--- config.mk ---
export PLATFORM = sky130hd
export DESIGN_NAME = addsub_seq
export DESIGN_NICKNAME = d
export VERILOG_FILES = /design/src/rtl/addsub_seq_pkg.sv /design/src/rtl/addsub_seq_add_chunk.sv /design/src/rtl/addsub_seq.sv
export SDC_FILE = /design/constraint.sdc
export NUM_CORES = 1
export LEC_CHECK = 0
export ABC_CLOCK_PERIOD_IN_PS = 6640
export BUFFER_PORTS_ARGS = -buffer_cell sky130_fd_sc_hd__buf_2
export CAP_MARGIN = 25
export CORE_MARGIN = 1.5
export CORE_UTILIZATION = 45
export DETAILED_ROUTE_END_ITERATION = 8
export PLACE_DENSITY = 0.79
export SLEW_MARGIN = 20
export SYNTH_ARGS = -nofsm -noshare
export SYNTH_HDL_FRONTEND = slang
export SYNTH_HIERARCHICAL = 1
export SYNTH_SLANG_ARGS = --single-unit
--- constraint.sdc ---
create_clock -name clock -period 6.64 [get_ports clock]
set_input_delay 1.328 -clock clock [delete_from_list [all_inputs] [get_ports clock]]
set_output_delay 1.328 -clock clock [all_outputs]
set_load 0.03 [all_outputs]
--- src/rtl/addsub_seq_pkg.sv ---
// Shared definitions for the multi-cycle adder/subtractor: operation codes,
// FSM state encodings and small helpers decoding an operation into its carry setup.
package addsub_seq_pkg;

  typedef enum logic [1:0] {
    OP_ADD = 2'b00,
    OP_SUB = 2'b01,
    OP_ADC = 2'b10,
    OP_SBB = 2'b11
  } op_e;

  typedef enum logic [1:0] {
    ST_IDLE = 2'b00,
    ST_RUN  = 2'b01,
    ST_DONE = 2'b10
  } state_e;

  // Subtraction is A + ~B + c0; bit 0 of the encoding marks the subtracting ops.
  function automatic logic op_is_sub(input op_e op);
    return op[0];
  endfunction

  function automatic logic op_carry0(input op_e op, input logic cin);
    logic c0;
    case (op)
      OP_ADD:  c0 = 1'b0;
      OP_SUB:  c0 = 1'b1;
      default: c0 = cin;
    endcase
    return c0;
  endfunction

endpackage

--- src/rtl/addsub_seq_add_chunk.sv ---
// Combinational carry-lookahead adder for one chunk; also exposes the carry
// into the MSB so the caller can form signed overflow.
module add_chunk #(
  parameter int W = 8
) (
  input  logic [W-1:0] a_i,
  input  logic [W-1:0] b_i,
  input  logic         cin_i,
  output logic [W-1:0] sum_o,
  output logic         cout_o,
  output logic         cmsb_o
);

  // Each carry is the OR of every generate term propagated up to it, plus cin
  // propagated through all lower bits, so no carry depends on another carry.
  function automatic logic [W:0] cla_carries(input logic [W-1:0] g,
                                             input logic [W-1:0] p,
                                             input logic         cin);
    logic [W:0] c;
    logic       term;
    c = '0;
    c[0] = cin;
    for (int i = 1; i <= W; i++) begin
      term = cin;
      for (int k = 0; k < i; k++) term = term & p[k];
      c[i] = term;
      for (int j = 0; j < i; j++) begin
        term = g[j];
        for (int k = j + 1; k < i; k++) term = term & p[k];
        c[i] = c[i] | term;
      end
    end
    return c;
  endfunction

  logic [W-1:0] gen;
  logic [W-1:0] prop;
  logic [W:0]   carry;

  assign gen    = a_i & b_i;
  assign prop   = a_i ^ b_i;
  assign carry  = cla_carries(gen, prop, cin_i);
  assign sum_o  = prop ^ carry[W-1:0];
  assign cout_o = carry[W];
  assign cmsb_o = carry[W-1];

endmodule

--- src/rtl/addsub_seq.sv ---
// Multi-cycle add/subtract: operands are latched on start and summed one
// CHUNK-bit slice per cycle, LSB slice first, with the slice carry registered.
module addsub_seq
  import addsub_seq_pkg::*;
#(
  parameter int WIDTH = 32,
  parameter int CHUNK = 8
) (
  input  logic             clock,
  input  logic             clear,
  input  logic             start,
  input  logic [1:0]       op,
  input  logic [WIDTH-1:0] A,
  input  logic [WIDTH-1:0] B,
  input  logic             Cin,
  output logic             busy,
  output logic             done,
  output logic [WIDTH-1:0] Result,
  output logic             Cout,
  output logic             V,
  output logic             Z,
  output logic             N
);

  localparam int NCHUNK = WIDTH / CHUNK;
  localparam int CNT_W  = (NCHUNK > 1) ? $clog2(NCHUNK) : 1;

  state_e             state_q, state_d;
  logic [WIDTH-1:0]   a_q, a_d;
  logic [WIDTH-1:0]   b_q, b_d;
  logic [WIDTH-1:0]   result_q, result_d;
  logic [CNT_W-1:0]   cnt_q, cnt_d;
  logic               carry_q, carry_d;
  logic               cout_q, cout_d;
  logic               v_q, v_d;
  logic               z_q, z_d;
  logic               n_q, n_d;

  logic [CHUNK-1:0]   chunk_a;
  logic [CHUNK-1:0]   chunk_b;
  logic [CHUNK-1:0]   chunk_sum;
  logic               chunk_cout;
  logic               chunk_cmsb;
  logic               last_chunk;
  op_e                op_in;

  assign op_in      = op_e'(op);
  assign chunk_a    = a_q[cnt_q*CHUNK +: CHUNK];
  assign chunk_b    = b_q[cnt_q*CHUNK +: CHUNK];
  assign last_chunk = (cnt_q == CNT_W'(NCHUNK - 1));

  add_chunk #(.W(CHUNK)) u_add_chunk (
    .a_i    (chunk_a),
    .b_i    (chunk_b),
    .cin_i  (carry_q),
    .sum_o  (chunk_sum),
    .cout_o (chunk_cout),
    .cmsb_o (chunk_cmsb)
  );

  // NOTE: every variable gets its hold value first so no path leaves one
  // unassigned, which would otherwise infer a latch.
  always_comb begin
    state_d  = state_q;
    a_d      = a_q;
    b_d      = b_q;
    result_d = result_q;
    cnt_d    = cnt_q;
    carry_d  = carry_q;
    cout_d   = cout_q;
    v_d      = v_q;
    z_d      = z_q;
    n_d      = n_q;

    case (state_q)
      ST_RUN: begin
        result_d[cnt_q*CHUNK +: CHUNK] = chunk_sum;
        carry_d = chunk_cout;
        cnt_d   = cnt_q + 1'b1;
        if (last_chunk) begin
          state_d = ST_DONE;
          cout_d  = chunk_cout;
          v_d     = chunk_cmsb ^ chunk_cout;
          z_d     = (result_d == '0);
          n_d     = result_d[WIDTH-1];
        end
      end
      default: begin
        // IDLE and DONE both accept a new request; B is stored pre-inverted
        // for subtraction so the RUN datapath is a plain adder.
        if (start) begin
          state_d = ST_RUN;
          a_d     = A;
          b_d     = op_is_sub(op_in) ? ~B : B;
          carry_d = op_carry0(op_in, Cin);
          cnt_d   = '0;
        end else begin
          state_d = ST_IDLE;
        end
      end
    endcase
  end

  // NOTE: state registers use non-blocking assignments so every register
  // samples the pre-edge values regardless of statement order.
  always_ff @(posedge clock) begin
    if (clear) begin
      state_q <= ST_IDLE;
    end else begin
      state_q <= state_d;
    end
  end

  always_ff @(posedge clock) begin
    if (clear) begin
      a_q      <= '0;
      b_q      <= '0;
      result_q <= '0;
      cnt_q    <= '0;
      carry_q  <= 1'b0;
      cout_q   <= 1'b0;
      v_q      <= 1'b0;
      z_q      <= 1'b0;
      n_q      <= 1'b0;
    end else begin
      a_q      <= a_d;
      b_q      <= b_d;
      result_q <= result_d;
      cnt_q    <= cnt_d;
      carry_q  <= carry_d;
      cout_q   <= cout_d;
      v_q      <= v_d;
      z_q      <= z_d;
      n_q      <= n_d;
    end
  end

  assign busy   = (state_q == ST_RUN);
  assign done   = (state_q == ST_DONE);
  assign Result = result_q;
  assign Cout   = cout_q;
  assign V      = v_q;
  assign Z      = z_q;
  assign N      = n_q;

endmodule

Word-level counts from Yosys, hierarchy flattened
Index checks and enable logic that the tools add are counted.
Widths: inputs -> output; s select.

word-level totals
  register bits after elaboration = 105
  bits of input ports = 70
  word-level logic and storage cells = 114

operators by class
  add/sub/neg operators = 2
  equality and inequality tests = 5
  shifts and indexed selects = 4
  multiplexer cells = 10
  bitwise logic cells = 78
  reduce and logical (&&, ||, !) cells = 5

operators with widths
  operator                 number
  $shiftx 32x6->8          2
  $and 1x1->1              36
  $or 1x1->1               36
  $neg 5->34               1
  $shift 8x34->32 const A  1
  $shiftx 8x34->32         1
  $bwmux 32                1
  $logic_not 32->1         1
  $mux 32                  1
  $not 32->32              1
  $xor 8x8->8              2
  $and 8x8->8              1
  $mux 2                   4
  $eq 2x1->1 const B       2
  $eq 2x2->1 const B       2
  $reduce_and 2->1         2
  $mux 1                   3
  $add 2x1->2 const B      1
  $logic_not 2->1          1
  $ne 2x1->1 const B       1
  $pmux 1 s2               1
  $reduce_bool 2->1        1
  $not 1->1                1
  $xor 1x1->1              1

Logic depth before layout (Yosys ltp)
  depth after elaboration = 20
  gate-level depth with buffers = 14

Hierarchy
The synthesis kept the hierarchy.

by module, submodules not included
  module      instances  cells each  area an instance (um^2)
  addsub_seq  1          511         4610.7
  add_chunk   1          39          324.1

Least setup slack after synthesis
Ideal clock, no wire load.

  path type = register to register
  start = register cnt_q[0]
  end = register z_q, in the netlist Z
  setup time = 0.120 ns
  arrival = 3.568 ns
  data required time = 6.520 ns
  path slack = 2.951 ns
  stages on the path, launching flop included = 15
  cell sequence = dfxtp_1 > buf_2 > buf_2 > mux4_2 > ha_1 > ha_1 > o211ai_2 > a21oi_2 > nor4_2 > a2bb2oi_1 > nor3_1 > a2111oi_0 > nor4_1 > o2111ai_1 > o21ai_1

on the way
  word-level cells in the longest chain between the ends = 20
  elaborated cells between the ends (all ways) = 68
  those cells by class = 1 x add/sub; 1 x eq/ne; 4 x shift; 1 x mux; 59 x bitwise; 2 x reduce/logical

ends and longest elaborated chain
  what                          line                        RTL
  start: declaration            addsub_seq.sv:32            logic [CNT_W-1:0] cnt_q, cnt_d;
  start signal: assignment      addsub_seq.sv:129           cnt_q <= cnt_d;
  $shiftx 32x6->8 (*)           addsub_seq.sv:48            assign chunk_a = a_q[cnt_q*CHUNK +: CHUNK];
  via chunk_a[0]                addsub_seq.sv:39            logic [CHUNK-1:0] chunk_a;
  $xor 8x8->8                   addsub_seq_add_chunk.sv:41  assign prop = a_i ^ b_i;
  $and 1x1->1 (7 in series)     addsub_seq_add_chunk.sv:25  for (int k = 0; k < i; k++) term = term & p[k];
  $or 1x1->1 (*) (7 in series)  addsub_seq_add_chunk.sv:30  c[i] = c[i] | term;
  $xor 8x8->8 (*)               addsub_seq_add_chunk.sv:43  assign sum_o = prop ^ carry[W-1:0];
  via chunk_sum[7]              addsub_seq.sv:41            logic [CHUNK-1:0] chunk_sum;
  $shiftx 8x34->32 (*)          addsub_seq.sv:77            result_d[cnt_q*CHUNK +: CHUNK] = chunk_sum;
  $bwmux 32 (*)                 addsub_seq.sv:77
  $logic_not 32->1 (*)          addsub_seq.sv:84            z_d = (result_d == '0);
  end signal: assignment        addsub_seq.sv:133           z_q <= z_d;
  end: declaration              addsub_seq.sv:36            logic z_q, z_d;

The timed path passes the listed nets; every way through them passes the cells marked *.
A chain may end at the register's enable or synchronous reset.

Worst setup path in the final report
  start = register cnt_q[0]
  end = register z_q, in the netlist Z

on the way
  elaborated cells between the ends (all ways) = 68
  those cells by class = 1 x add/sub; 1 x eq/ne; 4 x shift; 1 x mux; 59 x bitwise; 2 x reduce/logical

RTL lines
  what                          line
  $shiftx 32x6->8 (*)           addsub_seq.sv:48
  via chunk_a[0]                addsub_seq.sv:39
  $xor 8x8->8                   addsub_seq_add_chunk.sv:41
  $and 1x1->1 (6 in series)     addsub_seq_add_chunk.sv:25
  $or 1x1->1 (*) (6 in series)  addsub_seq_add_chunk.sv:30
  $xor 8x8->8 (*)               addsub_seq_add_chunk.sv:43
  via chunk_sum[6]              addsub_seq.sv:41
  $shiftx 8x34->32 (*)          addsub_seq.sv:77
  $bwmux 32 (*)                 addsub_seq.sv:77
  $logic_not 32->1 (*)          addsub_seq.sv:84

Marks and branches as above.

==> flow_summary.toml <==
[clocking]
cts_hold_buffers = 0
numClockSinks = 105
clock_latency_ns = 0.38
clock_path_buffers = 2
cts_made_buffers = 9
htree_levels = 3
cts_resized = 0
path_clk_slew_ns = 0.10
tritoncts = "built"
post-cts-setup-buffer-count = 0
cts-root-buf = "clkbuf_8"

[critical_path]
critPathMaxFanout = 31
required_ns = 6.92
cp.arrival_ns = 4.44
start_kind = "flop"
cp-end-kind = "flop"
crit_type = "flop to flop"

[layout]
final_util_pct = 53.4
drive_gt1_share_pct = 24.2
diodes = 0
nFillCells = 1040
area_growth_pct = 16.2
finalNetCount = 717

[floorplanning]
start_util_pct = 45.9
die_h_um = 108
rows = 38
die_area_sq_um = 11600
ios = 108
die_w_um = 108
core_area_sq_um = 10700

[synthesis]
yosys_warnings = 6
ys_seq_area_share_pct = 42.6
synth_edf_count = 0
netlist_instances = 550
syn_nets = 636
synth_top_area_share_pct = 42.6
synthTopCellsByArea = "dfxtp_1 (43%), mux4_2 (7.3%), nor2_1 (6.8%), a211oi_1 (6.1%), nand2_1 (6.1%)"
synth-seq-cells = 105
synth.cell_area_sq_um = 4930
yosysUniqueCellTypes = 46
ys.flop_type = "dfxtp_1"
syn_avg_cell_area_sq_um = 8.97
synth_area_leader_cell = "dfxtp_1"
async_flop_share_pct = 0

[pwr]
switching_share_pct = 29.4
peakVddDrop_mv = 0.104
p_clk_share_pct = 31.3
p_int_w = 0.000948
power.leakage_nw = 2.29
seqPwrFrac_pct = 51.2
p_switching_w = 0.000394
power_density_nw_per_um2 = 234
p_comb_share_pct = 17.5

[detailed_routing]
drc = 0
drtIter0Drc = 246
firstDrtPassIters = 5
ant_nets = 0
viasPerCell = 5.44
totalWireLength_um = 11600
wire_per_inst_um = 15.0
vias = 4224

[global_routing]
grtUsageMet3_pct = 3.21
gr-total-overflow = 0
grt_pass1_vias = 3938
grt_pass1_wl_um = 19000
antenna_found_initial = 0
grt_use_met1_pct = 27.9
grt.total_usage_pct = 21.0
grt_max_degree = 107
top_usage_layer = "met2"
grt.met2_usage_pct = 34.3

[timing]
min_period_ns = 4.16
slew_violations = 0
skew_ns = 0.0136
finalHoldViolCount = 0
setup_viol = 0
max_freq_ghz = 0.241
slew_headroom_pct = 35.0
rsz0062_at_grt = "false"
fin_crit_sh_pct = 62.6
setup-tns-final_ns = 0
tightest_slew_ns = 0.972

[run]
drv_cap = 0

[placed_design]
port_buffers = 107
hpwlAfterDp_um = 8420
place_congestion = 0.839

[run_status]
status = "finished, final reports clean"

[hold_path]
hold_class = "flop to flop"
-- stage by stage --
step | setup WS, ns | hold WS, ns | area, sq um | std cells | total power, W
4_1_cts | 2.44 | 0.464 | 5710 | 775 | 0.00135
3_3_place_gp | 2.54 | 0.441 | 5500 | 759 | 0.000927
6_report | 2.48 | 0.463 | 5740 | 776 | 0.00134
5_1_grt | 2.10 | 0.485 | 5740 | 776 | 0.00140
3_5_place_dp | 2.47 | 0.447 | 5500 | 759 | 0.000934
2_1_floorplan | 2.95 | 0.433 | 4930 | 550 | 0.000862
-- critical path: stages, from the launching register on --
cell and delay (ns):
dfxtp_2 0.89, mux4_2 0.64, ha_1 0.31, ha_1 0.21, o211ai_2 0.20, a21oi_2 0.11, o31ai_2 0.29, a21boi_1 0.51
nor3_1 0.18, a2111oi_0 0.43, nor4_1 0.09, o2111ai_1 0.09, o21ai_1 0.09
-- cells in the mapped netlist, types with 2 or more instances --
library cell and count:
ha_1 15, a211oi_1 40, nor4_2 3, o21ai_0 3, a21boi_1 2, nor4_1 5
a21oi_2 2, buf_1 2, nor3_1 8, nor2b_1 3, clkbuf_1 25, mux4_2 16
dfxtp_1 105, xnor2_1 34, buf_2 12, nand2_1 80, nand2b_1 3, inv_1 3
and2_1 3, a22oi_1 30, a2111oi_0 2, a21oi_1 40, nor2_1 89, nand3_1 2
o21a_1 2
-- path summary, 6_finish.rpt --
kind | start | to | slack, ns | cells after the start
worst min register to register | a_q[28]$_SDFFE_PP0P_ | a_q[28]$_SDFFE_PP0P_ | 0.46 | 2
worst max register to register | cnt_q[0]$_SDFFE_PP0P_ | Z$_SDFFE_PP0P_ | 2.48 | 12
worst max-delay path | cnt_q[0]$_SDFFE_PP0P_ | Z$_SDFFE_PP0P_ | 2.48 | 12
worst min-delay path | a_q[28]$_SDFFE_PP0P_ | a_q[28]$_SDFFE_PP0P_ | 0.46 | 2
-- final cells by class --
| cell class | count | area [sq um] | share of cell area (%) |
|---|---|---|---|
| clock buffer | 10 | 138 | 2.40 |
| clock inverter | 6 | 73.8 | 1.29 |
| inverter | 4 | 15.0 | 0.262 |
| multi-input combinational | 402 | 2660 | 46.3 |
| sequential | 105 | 2100 | 36.7 |
| tap | 140 | 175 | 3.05 |
| timing repair buffer | 109 | 573 | 9.99 |
-- cell usage in the layout, fill, tap and decap left out, drive strengths merged --
cell type,count
buf,109
mux4,16
nand4,1
ha,15
inv,7
o221ai,1
a32oi,1
o21ai,4
a2111oi,2
o31ai,1
nor2,89
and2,3
xor2,1
nor3,10
xnor2,34
a21oi,42
mux2i,1
o211ai,1
nand2,80
o21bai,1
bufinv,1
o2111ai,1
dfxtp,105
clkbuf,10
or4,1
nand4bb,1
o31a,1
a22oi,30
a21boi,2
nor2b,3
nor4,8
or3b,1
fa,1
o21a,2
a31oi,1
a211oi,40
nand2b,4
nand3,2
clkinvlp,2
a2bb2oi,1
-- routing by layer --
metal,up-vias,share of wire [%]
met5,-,0
met1,1958,44
met4,0,1.8
li1,2098,-
met3,14,6.5
met2,154,47
-- power groups by stage --
stage | Clock (W) | Sequential [W] | Combinational (W)
floorplan | 0 | 0.000695 | 0.000167
global placement | 0 | 0.000700 | 0.000226
detailed placement | 0 | 0.000702 | 0.000232
CTS | 0.000426 | 0.000688 | 0.000233
global route | 0.000448 | 0.000692 | 0.000259
finish | 0.000420 | 0.000687 | 0.000235
-- sequential cells by signal (all words and copies together) (netlist names) --
register	flops
state_q	2
Result	32
a_q	32
cnt_q	2
Cout	1
Z	1
V	1
N	1
b_q	32
carry_q	1
-- logic make-up after synthesis --
logic type / Yosys count / synth area share, %
AO/OA/AOI/OAI: 131 / 18.1
buffers and inverters: 43 / 3.58
AND/OR/NAND/NOR: 203 / 17.8
flip-flops: 105 / 42.6
multiplexers: 17 / 7.51
XOR/XNOR: 35 / 6.21
adder cells (fa/ha/maj): 16 / 4.21
No activity file was read; power rests on OpenSTA's default activity.
